## config.mk

```make
export PLATFORM = sky130hd
export DESIGN_NAME = fetch_ctrl_flat
export DESIGN_NICKNAME = d
export VERILOG_FILES = /design/src/rtl/fetch_ctrl_pkg.sv /design/src/rtl/fetch_ctrl_if.sv /design/src/rtl/fetch_refill_fsm.sv /design/src/rtl/fetch_ctrl.sv /design/src/flat_wrapper.sv
export SDC_FILE = /design/constraint.sdc
export NUM_CORES = 1
export LEC_CHECK = 0
export CAP_MARGIN = 0
export CORE_ASPECT_RATIO = 0.9
export CORE_UTILIZATION = 28
export CTS_CLUSTER_DIAMETER = 40
export CTS_CLUSTER_SIZE = 12
export DETAILED_ROUTE_END_ITERATION = 10
export PLACE_DENSITY = 0.89
export SKIP_LAST_GASP = 1
export SLEW_MARGIN = 25
export SYNTH_ARGS = -nofsm -noshare
export SYNTH_HDL_FRONTEND = slang
export SYNTH_HIERARCHICAL = 1
export SYNTH_SLANG_ARGS = --single-unit
```

## constraint.sdc

```tcl
create_clock -name clk -period 1.45 [get_ports clk]
set_input_delay 0.29 -clock clk [delete_from_list [all_inputs] [get_ports clk]]
set_output_delay 0.29 -clock clk [all_outputs]
set_load 0.005 [all_outputs]
```

## src/rtl/fetch_ctrl_pkg.sv

```systemverilog
// Shared fetch-controller definitions: refill FSM state encoding, line offset macro
// and the bundle of stall/flush controls.
`ifndef FC_LINE_OFF_W
`define FC_LINE_OFF_W(lw) ($clog2(lw) + 2)
`endif

package fetch_ctrl_pkg;

  localparam int DATA_W = 32;

  typedef enum logic [1:0] {
    FC_IDLE = 2'd0,
    FC_REQ  = 2'd1,
    FC_FILL = 2'd2,
    FC_DONE = 2'd3
  } fc_state_e;

  typedef struct packed {
    logic pc_stall;
    logic if_id_stall;
    logic if_id_flush;
    logic flush_pipe_and_pc;
  } fc_ctl_t;

endpackage

```

## src/rtl/fetch_ctrl_if.sv

```systemverilog
// Fetch controller signal bundle: IF-stage/branch/hazard inputs, memory bus,
// cache refill port and pipeline controls. master = controller, slave = environment.
interface fetch_ctrl_if #(
  parameter int LINE_WORDS = 4,
  parameter int ADDR_W     = 32
);
  import fetch_ctrl_pkg::*;

  logic                          imiss;
  logic [ADDR_W-1:0]             miss_addr;
  logic                          mispredict;
  logic                          load_use_haz;
  logic                          mem_req;
  logic [ADDR_W-1:0]             mem_addr;
  logic                          mem_gnt;
  logic                          mem_rvalid;
  logic [DATA_W-1:0]             mem_rdata;
  logic                          refill_we;
  logic [$clog2(LINE_WORDS)-1:0] refill_word;
  logic [DATA_W-1:0]             refill_data;
  logic                          refill_done;
  logic                          pc_stall;
  logic                          if_id_stall;
  logic                          if_id_flush;
  logic                          flush_pipe_and_pc;
  logic                          busy;
  logic [31:0]                   miss_cycles;

  modport master (
    input  imiss, miss_addr, mispredict, load_use_haz, mem_gnt, mem_rvalid, mem_rdata,
    output mem_req, mem_addr, refill_we, refill_word, refill_data, refill_done,
           pc_stall, if_id_stall, if_id_flush, flush_pipe_and_pc, busy, miss_cycles
  );

  modport slave (
    output imiss, miss_addr, mispredict, load_use_haz, mem_gnt, mem_rvalid, mem_rdata,
    input  mem_req, mem_addr, refill_we, refill_word, refill_data, refill_done,
           pc_stall, if_id_stall, if_id_flush, flush_pipe_and_pc, busy, miss_cycles
  );

endinterface

```

## src/rtl/fetch_refill_fsm.sv

```systemverilog
// I-cache line refill sequencer: latches the missing line, requests it from memory,
// streams beats into the cache and pulses completion.
module fetch_refill_fsm
  import fetch_ctrl_pkg::*;
#(
  parameter int LINE_WORDS = 4,
  parameter int ADDR_W     = 32
) (
  input  logic                          clk,
  input  logic                          rst_n,
  input  logic                          imiss,
  input  logic [ADDR_W-1:0]             miss_addr,
  input  logic                          mispredict,
  input  logic                          mem_gnt,
  input  logic                          mem_rvalid,
  input  logic [DATA_W-1:0]             mem_rdata,
  output logic                          mem_req,
  output logic [ADDR_W-1:0]             mem_addr,
  output logic                          refill_we,
  output logic [$clog2(LINE_WORDS)-1:0] refill_word,
  output logic [DATA_W-1:0]             refill_data,
  output logic                          refill_done,
  output fc_state_e                     state
);

  localparam int WORD_W = $clog2(LINE_WORDS);
  localparam int OFF_W  = `FC_LINE_OFF_W(LINE_WORDS);
  localparam logic [WORD_W-1:0] LAST_BEAT = WORD_W'(LINE_WORDS - 1);

  fc_state_e          state_q, state_d;
  logic [WORD_W-1:0]  beat_q, beat_d;
  logic [ADDR_W-1:0]  line_q, line_d;

  always_ff @(posedge clk or negedge rst_n) begin
    if (!rst_n) begin
      state_q <= FC_IDLE;
      beat_q  <= '0;
      line_q  <= '0;
    end else begin
      state_q <= state_d;
      beat_q  <= beat_d;
      line_q  <= line_d;
    end
  end

  always_comb begin
    state_d     = state_q;
    beat_d      = beat_q;
    line_d      = line_q;
    mem_req     = 1'b0;
    refill_we   = 1'b0;
    refill_data = '0;
    refill_done = 1'b0;
    case (state_q)
      FC_IDLE: begin
        // a miss alongside a redirect is on the wrong path
        if (imiss && !mispredict) begin
          line_d  = {miss_addr[ADDR_W-1:OFF_W], {OFF_W{1'b0}}};
          state_d = FC_REQ;
        end
      end
      FC_REQ: begin
        mem_req = 1'b1;
        if (mem_gnt) begin
          beat_d  = '0;
          state_d = FC_FILL;
        end
      end
      FC_FILL: begin
        if (mem_rvalid) begin
          refill_we   = 1'b1;
          refill_data = mem_rdata;
          beat_d      = beat_q + 1'b1;
          if (beat_q == LAST_BEAT) state_d = FC_DONE;
        end
      end
      FC_DONE: begin
        refill_done = 1'b1;
        state_d     = FC_IDLE;
      end
      default: state_d = FC_IDLE;
    endcase
  end

  assign mem_addr    = line_q;
  assign refill_word = beat_q;
  assign state       = state_q;

endmodule

```

## src/rtl/fetch_ctrl.sv

```systemverilog
// Fetch-stage sequencing controller: refill FSM plus fixed-priority stall/flush
// (mispredict > load-use > I-miss). Optional miss-cycle counter under FETCH_PERF_CNT_EN.
module fetch_ctrl
  import fetch_ctrl_pkg::*;
#(
  parameter int LINE_WORDS = 4,
  parameter int ADDR_W     = 32
) (
  input  logic         clk,
  input  logic         rst_n,
  fetch_ctrl_if.master bus
);

  fc_state_e state;
  logic      miss_stall;
  fc_ctl_t   ctl;

  fetch_refill_fsm #(
    .LINE_WORDS (LINE_WORDS),
    .ADDR_W     (ADDR_W)
  ) u_refill (
    .clk         (clk),
    .rst_n       (rst_n),
    .imiss       (bus.imiss),
    .miss_addr   (bus.miss_addr),
    .mispredict  (bus.mispredict),
    .mem_gnt     (bus.mem_gnt),
    .mem_rvalid  (bus.mem_rvalid),
    .mem_rdata   (bus.mem_rdata),
    .mem_req     (bus.mem_req),
    .mem_addr    (bus.mem_addr),
    .refill_we   (bus.refill_we),
    .refill_word (bus.refill_word),
    .refill_data (bus.refill_data),
    .refill_done (bus.refill_done),
    .state       (state)
  );

  assign miss_stall = (state != FC_IDLE) | (bus.imiss & ~bus.mispredict);

  // controls are combinational but must read 0 throughout reset
  always_comb begin
    ctl = '0;
    if (rst_n) begin
      ctl.flush_pipe_and_pc = bus.mispredict;
      ctl.pc_stall          = ~bus.mispredict & (bus.load_use_haz | miss_stall);
      ctl.if_id_stall       = ~bus.mispredict & bus.load_use_haz;
      ctl.if_id_flush       = bus.mispredict | (~bus.load_use_haz & miss_stall);
    end
  end

  assign bus.pc_stall          = ctl.pc_stall;
  assign bus.if_id_stall       = ctl.if_id_stall;
  assign bus.if_id_flush       = ctl.if_id_flush;
  assign bus.flush_pipe_and_pc = ctl.flush_pipe_and_pc;
  assign bus.busy              = (state != FC_IDLE);

`ifdef FETCH_PERF_CNT_EN
  logic [31:0] miss_cycles_q;

  always_ff @(posedge clk or negedge rst_n) begin
    if (!rst_n)
      miss_cycles_q <= '0;
    else if (miss_stall && !bus.mispredict && (miss_cycles_q != '1))
      miss_cycles_q <= miss_cycles_q + 32'd1;
  end

  assign bus.miss_cycles = miss_cycles_q;
`else
  assign bus.miss_cycles = '0;
`endif

endmodule

```

## src/flat_wrapper.sv

```systemverilog
// flat-port wrapper written by rule: the top's interface ports become plain ports
module fetch_ctrl_flat import fetch_ctrl_pkg::*;
#(
  parameter int LINE_WORDS = 4,
  parameter int ADDR_W     = 32
)
  (clk, rst_n, bus_imiss, bus_miss_addr, bus_mispredict, bus_load_use_haz, bus_mem_gnt, bus_mem_rvalid, bus_mem_rdata, bus_mem_req, bus_mem_addr, bus_refill_we, bus_refill_word, bus_refill_data, bus_refill_done, bus_pc_stall, bus_if_id_stall, bus_if_id_flush, bus_flush_pipe_and_pc, bus_busy, bus_miss_cycles);
  fetch_ctrl_if #(.LINE_WORDS(LINE_WORDS), .ADDR_W(ADDR_W)) bus_i ();
  input  logic clk;
  input  logic rst_n;
  input wire logic [$bits(bus_i.imiss)-1:0] bus_imiss;
  input wire logic [$bits(bus_i.miss_addr)-1:0] bus_miss_addr;
  input wire logic [$bits(bus_i.mispredict)-1:0] bus_mispredict;
  input wire logic [$bits(bus_i.load_use_haz)-1:0] bus_load_use_haz;
  input wire logic [$bits(bus_i.mem_gnt)-1:0] bus_mem_gnt;
  input wire logic [$bits(bus_i.mem_rvalid)-1:0] bus_mem_rvalid;
  input wire logic [$bits(bus_i.mem_rdata)-1:0] bus_mem_rdata;
  output wire logic [$bits(bus_i.mem_req)-1:0] bus_mem_req;
  output wire logic [$bits(bus_i.mem_addr)-1:0] bus_mem_addr;
  output wire logic [$bits(bus_i.refill_we)-1:0] bus_refill_we;
  output wire logic [$bits(bus_i.refill_word)-1:0] bus_refill_word;
  output wire logic [$bits(bus_i.refill_data)-1:0] bus_refill_data;
  output wire logic [$bits(bus_i.refill_done)-1:0] bus_refill_done;
  output wire logic [$bits(bus_i.pc_stall)-1:0] bus_pc_stall;
  output wire logic [$bits(bus_i.if_id_stall)-1:0] bus_if_id_stall;
  output wire logic [$bits(bus_i.if_id_flush)-1:0] bus_if_id_flush;
  output wire logic [$bits(bus_i.flush_pipe_and_pc)-1:0] bus_flush_pipe_and_pc;
  output wire logic [$bits(bus_i.busy)-1:0] bus_busy;
  output wire logic [$bits(bus_i.miss_cycles)-1:0] bus_miss_cycles;
  assign bus_i.imiss = bus_imiss;
  assign bus_i.miss_addr = bus_miss_addr;
  assign bus_i.mispredict = bus_mispredict;
  assign bus_i.load_use_haz = bus_load_use_haz;
  assign bus_i.mem_gnt = bus_mem_gnt;
  assign bus_i.mem_rvalid = bus_mem_rvalid;
  assign bus_i.mem_rdata = bus_mem_rdata;
  assign bus_mem_req = bus_i.mem_req;
  assign bus_mem_addr = bus_i.mem_addr;
  assign bus_refill_we = bus_i.refill_we;
  assign bus_refill_word = bus_i.refill_word;
  assign bus_refill_data = bus_i.refill_data;
  assign bus_refill_done = bus_i.refill_done;
  assign bus_pc_stall = bus_i.pc_stall;
  assign bus_if_id_stall = bus_i.if_id_stall;
  assign bus_if_id_flush = bus_i.if_id_flush;
  assign bus_flush_pipe_and_pc = bus_i.flush_pipe_and_pc;
  assign bus_busy = bus_i.busy;
  assign bus_miss_cycles = bus_i.miss_cycles;
  fetch_ctrl #(.LINE_WORDS(LINE_WORDS), .ADDR_W(ADDR_W)) u_core (.clk(clk), .rst_n(rst_n), .bus(bus_i));
endmodule
```

==> impl_results.rst, run 1 <==
.. list-table::
   :header-rows: 1

   * - Metric
     - Value
   * - Worst Reg-to-Reg Cells
     - 9
   * - Number of setup violations in the final report
     - 70
   * - Clock-pin slew on the worst setup and hold paths
     - 0.07 ns
   * - Post-route core utilization
     - 0.6295
   * - Antenna-violating nets left
     - 0
   * - Root buffer cell
     - clkbuf_8
   * - RSZ-0062 raised after global routing
     - yes
   * - Average wire per standard cell
     - 15.97 um
   * - Worst setup path startpoint
     - u_core/u_refill/state[1]$_DFFE_PN0P_
   * - Vias in the first global route
     - 1918
   * - Clk buf depth
     - 2
   * - Maximum number of pins on one net before global-route repair
     - 33
   * - Launching point of the worst reg2reg path
     - u_core/u_refill/state[1]$_DFFE_PN0P_
   * - Global routing usage summed across all routing layers
     - 0.1776
   * - Commonest non-fill, non-tap cell in the layout
     - clkdlybuf4s50_1
   * - Max-Cap Viols
     - 0
   * - Post-Synthesis Mean Instance Area
     - 11.09 um^2
   * - Worst endpoint data arrival time
     - 2.03 ns
   * - Vias post-DR
     - 1930
   * - Worst reg-to-reg setup slack
     - -0.41 ns
   * - PnR worst setup slack
     - -0.4149 ns
   * - Insertion delay of the later-clocked pin in the worst-skew pair
     - 0.28 ns
   * - Die height
     - 81.21 um
   * - Placer Congestion
     - 0.8773
   * - Sequential element share of the synthesized area
     - 0.4103
   * - Core outline area
     - 6656 um^2
   * - Detailed-route vias per instance
     - 4.318
   * - Clock Skew
     - 0.008343 ns
   * - IR drop worst, VDD
     - 1.041 mV
   * - DRC
     - 0
   * - CTS Sinks
     - 32
   * - Net count, final
     - 434
   * - Slew Viols, Final
     - 0
   * - Most frequent cells in the layout
     - clkdlybuf4s50_1, conb_1, dfrtp_1, mux2_4, buf_6
   * - Hold buffer count at cts
     - 0
   * - Post-synth cell types
     - 29
   * - Violations in the final reports
     - negative setup slack
   * - Maximum fanout count along the critical path
     - 3
   * - Initial DRC count
     - 38
   * - Place WS
     - -0.5238 ns
   * - Ratio of cells with drive above 1 in the final layout
     - 0.4566
   * - Boundary Pins
     - 177
   * - Final period utilization
     - 1.286
   * - Number of register bits inferred by synthesis
     - 32
   * - Area added between synthesis and finish
     - 114.7%
   * - X dimension of the die
     - 90.01 um
   * - TritonCTS Buffers
     - 5
   * - Count of buffers inserted at the top-level ports
     - 136
   * - Critical path type
     - reg -> reg
   * - Gate count after technology mapping
     - 176
   * - Total inserted antenna cells
     - 0
   * - Required arrival time at the worst endpoint
     - 1.61 ns
   * - Antenna violations before repair
     - 0
   * - Worst hold-check path type
     - in -> async
   * - First-pass GRT wire length
     - 10160 um
   * - Min Tclk post-route
     - 1.865 ns
   * - Hold Violations, Final
     - 0
   * - Outcome
     - finished with violations
   * - Number of filler instances in the final layout
     - 516
   * - Top achievable clock speed
     - 0.5362 GHz
   * - Effective utilization at floorplan
     - 0.2932
   * - H-tree lvl count
     - 2
   * - First-pass iteration count of the detailed router
     - 4
   * - Worst Setup EP
     - u_core/u_refill/state[1]$_DFFE_PN0P_
   * - Clock tree from TritonCTS
     - built
   * - Worst reg2reg endpoint
     - u_core/u_refill/state[1]$_DFFE_PN0P_
   * - Die footprint
     - 7309 um^2
   * - Hpwl dp
     - 4202 um
   * - Power Density
     - 1687 nW/um^2
   * - Yosys warning total
     - 6
   * - Cell Rows
     - 28
   * - Grt ovf
     - 0
   * - Overall routed net length
     - 7139 um
   * - Leakage power of the design
     - 2.244 nW
   * - Cell area after technology mapping
     - 1952 um^2
   * - Crit start category
     - flop
   * - CP endpoint kind
     - flop
how the worst min path moves through the flow:
stage | from | end | slack, ns | depth (start not counted)
floorplan | rst_n | u_core/u_refill/mem_addr[10]$_DFFE_PN0P_ | -0.006 | 0
global placement | rst_n | u_core/u_refill/state[1]$_DFFE_PN0P_ | 0.40 | 2
detailed placement | rst_n | u_core/u_refill/state[1]$_DFFE_PN0P_ | 0.41 | 2
CTS | rst_n | u_core/u_refill/mem_addr[17]$_DFFE_PN0P_ | 0.11 | 2
global route | rst_n | u_core/u_refill/mem_addr[17]$_DFFE_PN0P_ | 0.14 | 2
finish | rst_n | u_core/u_refill/mem_addr[17]$_DFFE_PN0P_ | 0.1 | 2
routing by layer:
metal	share of wire	track usage	vias up
met5	0	0	-
met4	0.011	0.04677	0
met3	0.041	0.02809	8
met2	0.55	0.3336	72
met1	0.39	0.2133	952
li1	-	-	898
sequential cells by signal (all words and copies together), names as in the netlist:
| signal | count |
|---|---|
| u_core/u_refill/refill_word | 2 |
| u_core/u_refill/mem_addr | 28 |
| u_core/u_refill/state | 2 |
cell families (layout without fill, tap and decap cells):
family,after synthesis,in the layout,share of synthesized area
AOI/OAI and AO/OA,8,8,0.03782
adders and majority gates,7,7,0.04487
buffers and inverters,53,200,0.1846
DFF,32,32,0.4103
muxes,31,31,0.1801
other,2,36,0.003848
and+or+nand+nor,43,43,0.1385
power by group:
group / switching [mW] / internal (mW) / total, mW
clock: 0.320 / 0.510 / 0.830
combinational: 1.52 / 3.13 / 4.65
sequential: 0.247 / 1.34 / 1.59
total: 2.09 / 4.98 / 7.07
critical path, cell delays in order (launching register included):
cell and delay (ns):
dfrtp_2 0.38, buf_6 0.11, buf_6 0.10, clkinv_4 0.05
buf_12 0.12, ha_4 0.15, and2b_2 0.23, a221oi_4 0.20
nand2_2 0.11, mux2_4 0.30
metrics by stage:
step                setup TNS, ns  power (mW)  cell area, um^2  std cells  hold WS [ns]
finish                     -23.13       7.069             4190        447       0.09828
global route               -26.94       7.456             4190        447        0.1400
CTS                        -19.66       6.490             3892        435        0.1095
detailed placement         -28.09       4.548             3366        404        0.4150
global placement           -26.27       4.449             3366        404        0.4035
floorplan                 -0.2963       2.808             2093        210     -0.005591
area by class of cell:
cell class | instances | area [um^2] | share of cell area
tap | 90 | 112.6 | 0.02687
clock inverter | 2 | 35.03 | 0.008361
multi-input combinational | 125 | 1217 | 0.2905
clock buffer | 6 | 72.57 | 0.01732
timing repair buffer | 186 | 1921 | 0.4583
inverter | 6 | 30.03 | 0.007166
sequential | 32 | 802.0 | 0.1914
what timing repair did:
action,4_1_cts,5_1_grt
gates resized for setup,220,61
gates cloned,7,0
setup buffers,17,17
pin swaps,12,8
setup endpoints to repair,75,88
cells in the mapped netlist (all sizes together):
cell	n	area share
and3	33	0.11
and2b	1	0.0038
o311a	2	0.010
or2	1	0.0045
a22o	2	0.0090
dfrtp	32	0.41
buf	40	0.16
clkbuf	7	0.013
o21ai	1	0.0026
ha	7	0.045
nand2b	1	0.0032
nor2	2	0.0038
nand3b	1	0.0038
and2	2	0.0064
conb	2	0.0038
mux2	30	0.17
a221oi	1	0.0077
o21bai	1	0.0038
inv	6	0.013
o2bb2ai	1	0.0045
nand2	2	0.0051
mux2i	1	0.0051
Power figures use the tool's default switching activity.
==> run 2: changes to the inputs <==
--- a/config.mk
+++ b/config.mk
@@ -5,7 +5,7 @@
 export SDC_FILE = /design/constraint.sdc
 export NUM_CORES = 1
 export LEC_CHECK = 0
-export CAP_MARGIN = 0
+export CAP_MARGIN = 5
 export CORE_ASPECT_RATIO = 0.9
 export CORE_UTILIZATION = 28
 export CTS_CLUSTER_DIAMETER = 40
==> results of run 2 <==
Same layout as run 1: the final DEF is identical, and so are final timing and power.
==> run 3: changes to the inputs <==
--- a/config.mk
+++ b/config.mk
@@ -5,7 +5,6 @@
 export SDC_FILE = /design/constraint.sdc
 export NUM_CORES = 1
 export LEC_CHECK = 0
-export CAP_MARGIN = 5
 export CORE_ASPECT_RATIO = 0.9
 export CORE_UTILIZATION = 28
 export CTS_CLUSTER_DIAMETER = 40
==> results of run 3 <==
Same layout as run 1: the final DEF is identical, and so are final timing and power.
